### config.mk
export PLATFORM = sky130hd
export DESIGN_NAME = control_unit_fsm
export DESIGN_NICKNAME = d
export VERILOG_FILES = /design/src/rtl/cu_pkg.sv /design/src/rtl/control_unit_fsm_cond_eval.sv /design/src/rtl/control_unit_fsm.sv
export SDC_FILE = /design/constraint.sdc
export NUM_CORES = 1
export LEC_CHECK = 0
export CORE_MARGIN = 2
export CORE_UTILIZATION = 35
export DETAILED_ROUTE_END_ITERATION = 10
export PLACE_DENSITY_LB_ADDON = 0.2
export SYNTH_ARGS = -nofsm -noshare
export SYNTH_HDL_FRONTEND = slang
export SYNTH_HIERARCHICAL = 1
export SYNTH_SLANG_ARGS = --single-unit
### constraint.sdc
create_clock -name clock -period 11.8 [get_ports clock]
set_clock_uncertainty 0.1 [all_clocks]
set_input_delay 3.54 -clock clock [delete_from_list [all_inputs] [get_ports clock]]
set_output_delay 3.54 -clock clock [all_outputs]
set_load 0.02 [all_outputs]
### src/rtl/cu_pkg.sv
// Shared definitions for the LEGv8 multi-cycle control unit: FSM states,
// opcode patterns, ALU function codes, bus/PC encodings and flag positions.
package cu_pkg;

  typedef enum logic [2:0] {
    ST_RST, ST_FETCH, ST_DECODE, ST_EXEC, ST_MEM, ST_BRCH, ST_HALT
  } state_t;

  typedef enum logic [4:0] {
    IN_ILL, IN_ADD, IN_SUB, IN_AND, IN_ORR, IN_ADDS, IN_SUBS,
    IN_ADDI, IN_SUBI, IN_ANDI, IN_ORRI, IN_LDUR, IN_STUR,
    IN_B, IN_CBZ, IN_CBNZ, IN_BCOND
  } instr_t;

  localparam logic [4:0] XZR        = 5'd31;
  localparam logic [1:0] FETCH_SIZE = 2'b10;
  localparam logic [1:0] SIZE_DWORD = 2'b11;

  localparam logic [10:0] OP_ADD   = 11'b10001011000;
  localparam logic [10:0] OP_SUB   = 11'b11001011000;
  localparam logic [10:0] OP_AND   = 11'b10001010000;
  localparam logic [10:0] OP_ORR   = 11'b10101010000;
  localparam logic [10:0] OP_ADDS  = 11'b10101011000;
  localparam logic [10:0] OP_SUBS  = 11'b11101011000;
  localparam logic [10:0] OP_LDUR  = 11'b11111000010;
  localparam logic [10:0] OP_STUR  = 11'b11111000000;
  localparam logic [9:0]  OP_ADDI  = 10'b1001000100;
  localparam logic [9:0]  OP_SUBI  = 10'b1101000100;
  localparam logic [9:0]  OP_ANDI  = 10'b1001001000;
  localparam logic [9:0]  OP_ORRI  = 10'b1011001000;
  localparam logic [5:0]  OP_B     = 6'b000101;
  localparam logic [7:0]  OP_CBZ   = 8'b10110100;
  localparam logic [7:0]  OP_CBNZ  = 8'b10110101;
  localparam logic [7:0]  OP_BCOND = 8'b01010100;

  localparam logic [4:0] FS_AND = 5'b00000;
  localparam logic [4:0] FS_ADD = 5'b01000;
  localparam logic [4:0] FS_SUB = 5'b01001;
  localparam logic [4:0] FS_ORR = 5'b01100;

  localparam logic [1:0] PC_HOLD = 2'b00;
  localparam logic [1:0] PC_INC  = 2'b01;
  localparam logic [1:0] PC_REL  = 2'b10;
  localparam logic [1:0] PC_BUS  = 2'b11;

  localparam logic [1:0] DBUS_ALU  = 2'b00;
  localparam logic [1:0] DBUS_REGB = 2'b01;
  localparam logic [1:0] DBUS_PC   = 2'b10;
  localparam logic [1:0] DBUS_RAM  = 2'b11;

  localparam int unsigned FLAG_N = 3;
  localparam int unsigned FLAG_Z = 2;
  localparam int unsigned FLAG_C = 1;
  localparam int unsigned FLAG_V = 0;

  // Classify an instruction word; B.cond is always recognised here and the
  // top decides whether it is legal in the current build.
  function automatic instr_t decode_instr(input logic [31:0] ir);
    instr_t c;
    c = IN_ILL;
    if      (ir[31:21] == OP_ADD)   c = IN_ADD;
    else if (ir[31:21] == OP_SUB)   c = IN_SUB;
    else if (ir[31:21] == OP_AND)   c = IN_AND;
    else if (ir[31:21] == OP_ORR)   c = IN_ORR;
    else if (ir[31:21] == OP_ADDS)  c = IN_ADDS;
    else if (ir[31:21] == OP_SUBS)  c = IN_SUBS;
    else if (ir[31:21] == OP_LDUR)  c = IN_LDUR;
    else if (ir[31:21] == OP_STUR)  c = IN_STUR;
    else if (ir[31:22] == OP_ADDI)  c = IN_ADDI;
    else if (ir[31:22] == OP_SUBI)  c = IN_SUBI;
    else if (ir[31:22] == OP_ANDI)  c = IN_ANDI;
    else if (ir[31:22] == OP_ORRI)  c = IN_ORRI;
    else if (ir[31:26] == OP_B)     c = IN_B;
    else if (ir[31:24] == OP_CBZ)   c = IN_CBZ;
    else if (ir[31:24] == OP_CBNZ)  c = IN_CBNZ;
    else if (ir[31:24] == OP_BCOND) c = IN_BCOND;
    return c;
  endfunction

  // ALU function for the arithmetic/logic classes.
  function automatic logic [4:0] fs_of(input instr_t c);
    logic [4:0] f;
    case (c)
      IN_ADD, IN_ADDS, IN_ADDI: f = FS_ADD;
      IN_SUB, IN_SUBS, IN_SUBI: f = FS_SUB;
      IN_ORR, IN_ORRI:          f = FS_ORR;
      default:                  f = FS_AND;
    endcase
    return f;
  endfunction

endpackage

### src/rtl/control_unit_fsm_cond_eval.sv
// B.cond condition evaluator: ARM condition code against {N,Z,C,V}.
module cond_eval (
  input  logic [3:0] cond,
  input  logic [3:0] status,
  output logic       take
);
  import cu_pkg::*;

  logic n, z, c, v;
  assign n = status[FLAG_N];
  assign z = status[FLAG_Z];
  assign c = status[FLAG_C];
  assign v = status[FLAG_V];

  // Condition decode; 1110 (AL) and 1111 both branch unconditionally.
  always_comb begin
    take = 1'b0;
    case (cond)
      4'h0:    take = z;
      4'h1:    take = !z;
      4'h2:    take = c;
      4'h3:    take = !c;
      4'h4:    take = n;
      4'h5:    take = !n;
      4'h6:    take = v;
      4'h7:    take = !v;
      4'h8:    take = c && !z;
      4'h9:    take = !(c && !z);
      4'hA:    take = (n == v);
      4'hB:    take = (n != v);
      4'hC:    take = !z && (n == v);
      4'hD:    take = !(!z && (n == v));
      default: take = 1'b1;
    endcase
  end

endmodule

### src/rtl/control_unit_fsm.sv
// LEGv8-subset multi-cycle control unit driving dataPath_core.
// Build option: CU_BCOND_EN enables B.cond decode; otherwise B.cond halts.
//
// state  | meaning
// RST    | post-reset idle cycle, all outputs 0
// FETCH  | read instruction word from RAM at PC into IR
// DECODE | classify IR_out, outputs 0
// EXEC   | main execute cycle of every legal instruction
// MEM    | LDUR second cycle: RAM data onto bus, write Rt
// BRCH   | CBZ/CBNZ second cycle: test Z, update PC
// HALT   | illegal opcode seen, wait for reset
module control_unit_fsm (
  input  logic        clock,
  input  logic        reset,
  input  logic [31:0] IR_out,
  input  logic [3:0]  status,
  output logic        w_reg,
  output logic        C0,
  output logic        mem_cs,
  output logic        mem_write_en,
  output logic        IR_load,
  output logic        status_load,
  output logic [31:0] k,
  output logic [4:0]  FS,
  output logic [1:0]  PC_FS,
  output logic [1:0]  size,
  output logic [4:0]  SA,
  output logic [4:0]  SB,
  output logic [4:0]  DA,
  output logic        add_tri_sel,
  output logic [1:0]  data_tri_sel,
  output logic        PC_sel,
  output logic        B_Sel,
  output logic        halt
);
  import cu_pkg::*;

  state_t state, state_nx;
  instr_t instr_raw, instr;
  logic   bcond_take;
  logic   br_take;

  logic [4:0]  rd, rn, rm;
  logic [31:0] imm12_zx, imm9_sx, imm26_br, imm19_br;

  assign rd       = IR_out[4:0];
  assign rn       = IR_out[9:5];
  assign rm       = IR_out[20:16];
  assign imm12_zx = {20'b0, IR_out[21:10]};
  assign imm9_sx  = {{23{IR_out[20]}}, IR_out[20:12]};
  assign imm26_br = {{4{IR_out[25]}}, IR_out[25:0], 2'b00};
  assign imm19_br = {{11{IR_out[23]}}, IR_out[23:5], 2'b00};

  assign instr_raw = decode_instr(IR_out);

`ifdef CU_BCOND_EN
  assign instr = instr_raw;

  cond_eval u_cond_eval (
    .cond   (IR_out[3:0]),
    .status (status),
    .take   (bcond_take)
  );
`else
  assign instr      = (instr_raw == IN_BCOND) ? IN_ILL : instr_raw;
  assign bcond_take = 1'b0;

  logic unused_flags;
  assign unused_flags = ^{status[FLAG_N], status[FLAG_C], status[FLAG_V]};
`endif

  // CBZ branches on Z set, CBNZ on Z clear; flags were rewritten in EXEC.
  assign br_take = (instr == IN_CBZ) ? status[FLAG_Z] : !status[FLAG_Z];

  // State register; reset forces RST immediately.
  always_ff @(posedge clock or negedge reset) begin
    if (!reset) state <= ST_RST;
    else        state <= state_nx;
  end

  // Next-state selection.
  always_comb begin
    state_nx = state;
    case (state)
      ST_RST:    state_nx = ST_FETCH;
      ST_FETCH:  state_nx = ST_DECODE;
      ST_DECODE: state_nx = (instr == IN_ILL) ? ST_HALT : ST_EXEC;
      ST_EXEC: begin
        case (instr)
          IN_LDUR:         state_nx = ST_MEM;
          IN_CBZ, IN_CBNZ: state_nx = ST_BRCH;
          default:         state_nx = ST_FETCH;
        endcase
      end
      ST_MEM:    state_nx = ST_FETCH;
      ST_BRCH:   state_nx = ST_FETCH;
      ST_HALT:   state_nx = ST_HALT;
      default:   state_nx = ST_RST;
    endcase
  end

  // Control word generation from state and instruction fields.
  always_comb begin
    w_reg        = 1'b0;
    C0           = 1'b0;
    mem_cs       = 1'b0;
    mem_write_en = 1'b0;
    IR_load      = 1'b0;
    status_load  = 1'b0;
    k            = 32'd0;
    FS           = FS_AND;
    PC_FS        = PC_HOLD;
    size         = 2'b00;
    SA           = 5'd0;
    SB           = 5'd0;
    DA           = 5'd0;
    add_tri_sel  = 1'b0;
    data_tri_sel = DBUS_ALU;
    PC_sel       = 1'b0;
    B_Sel        = 1'b0;
    halt         = 1'b0;
    case (state)
      ST_FETCH: begin
        mem_cs       = 1'b1;
        add_tri_sel  = 1'b1;
        data_tri_sel = DBUS_RAM;
        size         = FETCH_SIZE;
        IR_load      = 1'b1;
      end
      ST_EXEC: begin
        case (instr)
          IN_ADD, IN_SUB, IN_AND, IN_ORR, IN_ADDS, IN_SUBS: begin
            SA          = rn;
            SB          = rm;
            DA          = rd;
            FS          = fs_of(instr);
            C0          = (instr == IN_SUB) || (instr == IN_SUBS);
            status_load = (instr == IN_ADDS) || (instr == IN_SUBS);
            w_reg       = 1'b1;
            PC_FS       = PC_INC;
          end
          IN_ADDI, IN_SUBI, IN_ANDI, IN_ORRI: begin
            SA    = rn;
            DA    = rd;
            k     = imm12_zx;
            B_Sel = 1'b1;
            FS    = fs_of(instr);
            C0    = (instr == IN_SUBI);
            w_reg = 1'b1;
            PC_FS = PC_INC;
          end
          IN_LDUR: begin
            SA     = rn;
            k      = imm9_sx;
            B_Sel  = 1'b1;
            FS     = FS_ADD;
            mem_cs = 1'b1;
            size   = SIZE_DWORD;
          end
          IN_STUR: begin
            SA           = rn;
            SB           = rd;
            k            = imm9_sx;
            B_Sel        = 1'b1;
            FS           = FS_ADD;
            mem_cs       = 1'b1;
            mem_write_en = 1'b1;
            size         = SIZE_DWORD;
            data_tri_sel = DBUS_REGB;
            PC_FS        = PC_INC;
          end
          IN_B: begin
            k     = imm26_br;
            PC_FS = PC_REL;
          end
          IN_CBZ, IN_CBNZ: begin
            SA          = rd;
            SB          = XZR;
            FS          = FS_ORR;
            status_load = 1'b1;
          end
          IN_BCOND: begin
            k     = imm19_br;
            PC_FS = bcond_take ? PC_REL : PC_INC;
          end
          default: ;
        endcase
      end
      ST_MEM: begin
        SA           = rn;
        DA           = rd;
        k            = imm9_sx;
        B_Sel        = 1'b1;
        FS           = FS_ADD;
        mem_cs       = 1'b1;
        size         = SIZE_DWORD;
        data_tri_sel = DBUS_RAM;
        w_reg        = 1'b1;
        PC_FS        = PC_INC;
      end
      ST_BRCH: begin
        k     = imm19_br;
        PC_FS = br_take ? PC_REL : PC_INC;
      end
      ST_HALT: halt = 1'b1;
      default: ;
    endcase
  end

endmodule

==> flow_summary.ini <==
[run_status]
status = completed

[placed_design]
place_hpwl_mm = 6.101
portBuffers = 99
gp_congestion = 0.8826

[clocking]
hold_buffers = 0
cts_root_buffer = clkbuf_8
cts_buffers = 3
cts_setup_buffers = 0
cts_buffer_depth = 2
htreeDepth = 1
clkTransAtPathRegs_ns = 0.03
clk_latency_ns = 0.21
clock-sinks = 3
cts_resized = 0
cts_tree = yes

[global_routing]
met3_usage_pct = 3.111
grt_use_met2_pct = 39.10
grt_pass1_wl_mm = 12.14
grt_usage_pct = 22.76
antenna_found_initial = 0
met1_usage_pct = 31.20
grt.overflow.total = 0
grt_busiest_layer = met2
grt_pass1_vias = 2471
grt_max_degree = 18

[routing]
drc = 0
initialDrtViolationCount = 225
ant_nets = 0
wire_per_inst_um = 17.39
viasPerCell = 6.044
drt_wl_total_mm = 7.912
vias = 2750
dr.pass1.iters = 5

[synth]
avgSynthCellArea_um2 = 7.193
synth_top_area_share_pct = 6.455
ys_seq_area_share_pct = 3.586
ys_types = 74
async_flop_share_pct = 100.0
ys_ff_latch = 3
netlist_instances = 291
ys_top_cells_by_area = a21oi_1 6.5%, o21ai_2 6.3%, o21ai_0 6.0%
synth_edf_count = 0
synth_top_area_cell = a21oi_1
synth_top_flop_cell = dfrtp_1
ys_warn_count = 6
synthesis.area_mm2 = 0.002093

[floorplanning]
pin_count = 106
die_height_um = 81.34
die_area_mm2 = 0.006615
coreArea_mm2 = 0.005851
fp.dieW_um = 81.34
rows = 28
start_util_pct = 35.78

[timing]
slew_headroom_pct = 46.22
rsz0062_at_grt = false
finalHoldViolCount = 0
setup_violations = 0
slew_violations = 0
fin_crit_ns = 11.51
post-route-period-util_pct = 97.51
finalSetupTns_ns = 0
worst_slew_pin_slew_ns = 0.8037
fmax_mhz = 86.91

[worst_hold_path]
hp-start = state[2]
hold_path_class = flop to flop
whs_endpoint = state[0]
worstHoldPathCells = 1

[setup_path]
critical_path_class = input pin to primary output
crit_path_top_delay_cell = clkdlybuf4s50_1
crit_chain = clkdlybuf4s50_1 > or4bb_1 > or4_4 > and2_1 > nand4_1 > inv_1 > ha_1 > or3_1 > a31o_4 > o41ai_4 > buf_4 > o21ai_0 > clkdlybuf4s50_1
crit_fanout = 14
r2r_slack_ns = 10.53
required_ns = 8.16
r2r-end = state[1]
cpMostUsedCell = clkdlybuf4s50_1
r2r-start = state[0]
slowest_delay_ns = 0.57
worstPathArrival_ns = 7.87
start_kind = input pin
cp-end-kind = primary output
r2r_cells = 3

[power_and_ir_drop]
p_leak_nw = 1.101
p_per_area_mw_per_mm2 = 110.5
worst_ir_drop_vdd_mv = 0.09938
power.total_w = 0.0003502

[finish]
layout_common_cells = 99 x clkdlybuf4s50_1, 28 x nand2_1, 27 x a21oi_1
largest_reg_flops = 3
top_regs = state (3)
drive_gt1_share_pct = 14.47
finalNetCount = 424
area_growth_pct = 51.34
antenna_cells = 0
layout_commonest_cell = clkdlybuf4s50_1
regMostFlops = state

[flow_run]
max_cap_violations = 0
layer usage:
| layer | vias to the layer above | routed length, µm |
|---|---|---|
| li1 | 1322 | - |
| met1 | 1291 | 3503 |
| met2 | 131 | 3720 |
| met3 | 6 | 631 |
| met4 | 0 | 57 |
| met5 | - | 0 |
power breakdown:
part / leakage (nW) / internal (W) / switching (W) / total (W)
clock network: 0.0228 / 0.0000230 / 0.00000622 / 0.0000292
registers: 0.0371 / 0.0000156 / 0.00000885 / 0.0000244
logic: 1.04 / 0.000133 / 0.000164 / 0.000297
area by class of cell:
cell class | count | area (µm²)
well taps | 75 | 93.84
inverters | 9 | 33.78
flip-flops and latches | 3 | 75.07
fillers | 598 | 2683
multi-input cells | 248 | 1802
clock buffers | 4 | 45.04
repair buffers | 116 | 1119
metrics by stage:
stage / util (%) / hold slack [ns] / setup slack (ns) / instance area, µm² / std cells
after floorplan: - / 0.3956 / 1.002 / 2101 / 293
after global placement: 53.38 / 0.4383 / 0.3758 / 3123 / 451
after detailed placement: 53.38 / 0.4463 / 0.3209 / 3123 / 451
after CTS: 54.15 / 0.4460 / 0.3130 / 3168 / 455
after global routing: 54.15 / 0.4766 / 0.1326 / 3168 / 455
final: 54.15 / 0.4477 / 0.2935 / 3168 / 455
cell usage after synthesis, types with 3 or more instances:
library cell / count
nand2_1: 28
a21oi_1: 27
o21ai_0: 25
o21ai_2: 15
a221oi_1: 14
clkbuf_1: 12
buf_4: 10
inv_1: 9
a22oi_1: 7
nor2_1: 7
a222oi_1: 6
buf_2: 6
a21boi_0: 5
ha_1: 5
nor3b_1: 5
a22o_1: 4
and2_1: 4
buf_6: 4
nand2b_1: 4
nand3_1: 4
nand4_1: 4
nor2b_1: 4
o21ai_1: 4
a211oi_1: 3
a21o_1: 3
dfrtp_1: 3
nand3b_1: 3
nor3_1: 3
nor4bb_1: 3
o21a_1: 3
worst max path at each step:
stage,from,endpoint,slack (ns),cells past startpoint
detailed placement,IR_out[28],k[3],0.32,13
finish,IR_out[28],k[3],0.29,13
floorplan,IR_out[25],k[28],1.00,13
global placement,IR_out[28],k[3],0.38,13
global route,IR_out[28],k[2],0.13,13
CTS,IR_out[28],k[3],0.31,13
cell families after synthesis:
logic type               share of synthesized area, %
flip-flops                                      3.586
AND/OR/NAND/NOR                                 28.63
AO/OA/AOI/OAI                                   53.08
other                                          0.1791
buffers and inverters                           11.12
XOR/XNOR                                       0.4185
adder cells (fa/ha/maj)                         2.989
worst max-delay path, delay by kind of cell:
family          cells  cell delay, ns
buf+inv             4            1.52
simple gates        5            1.72
compound gates      3            0.89
fa+ha+maj           1            0.19
No activity file was read; power rests on OpenSTA's default activity.
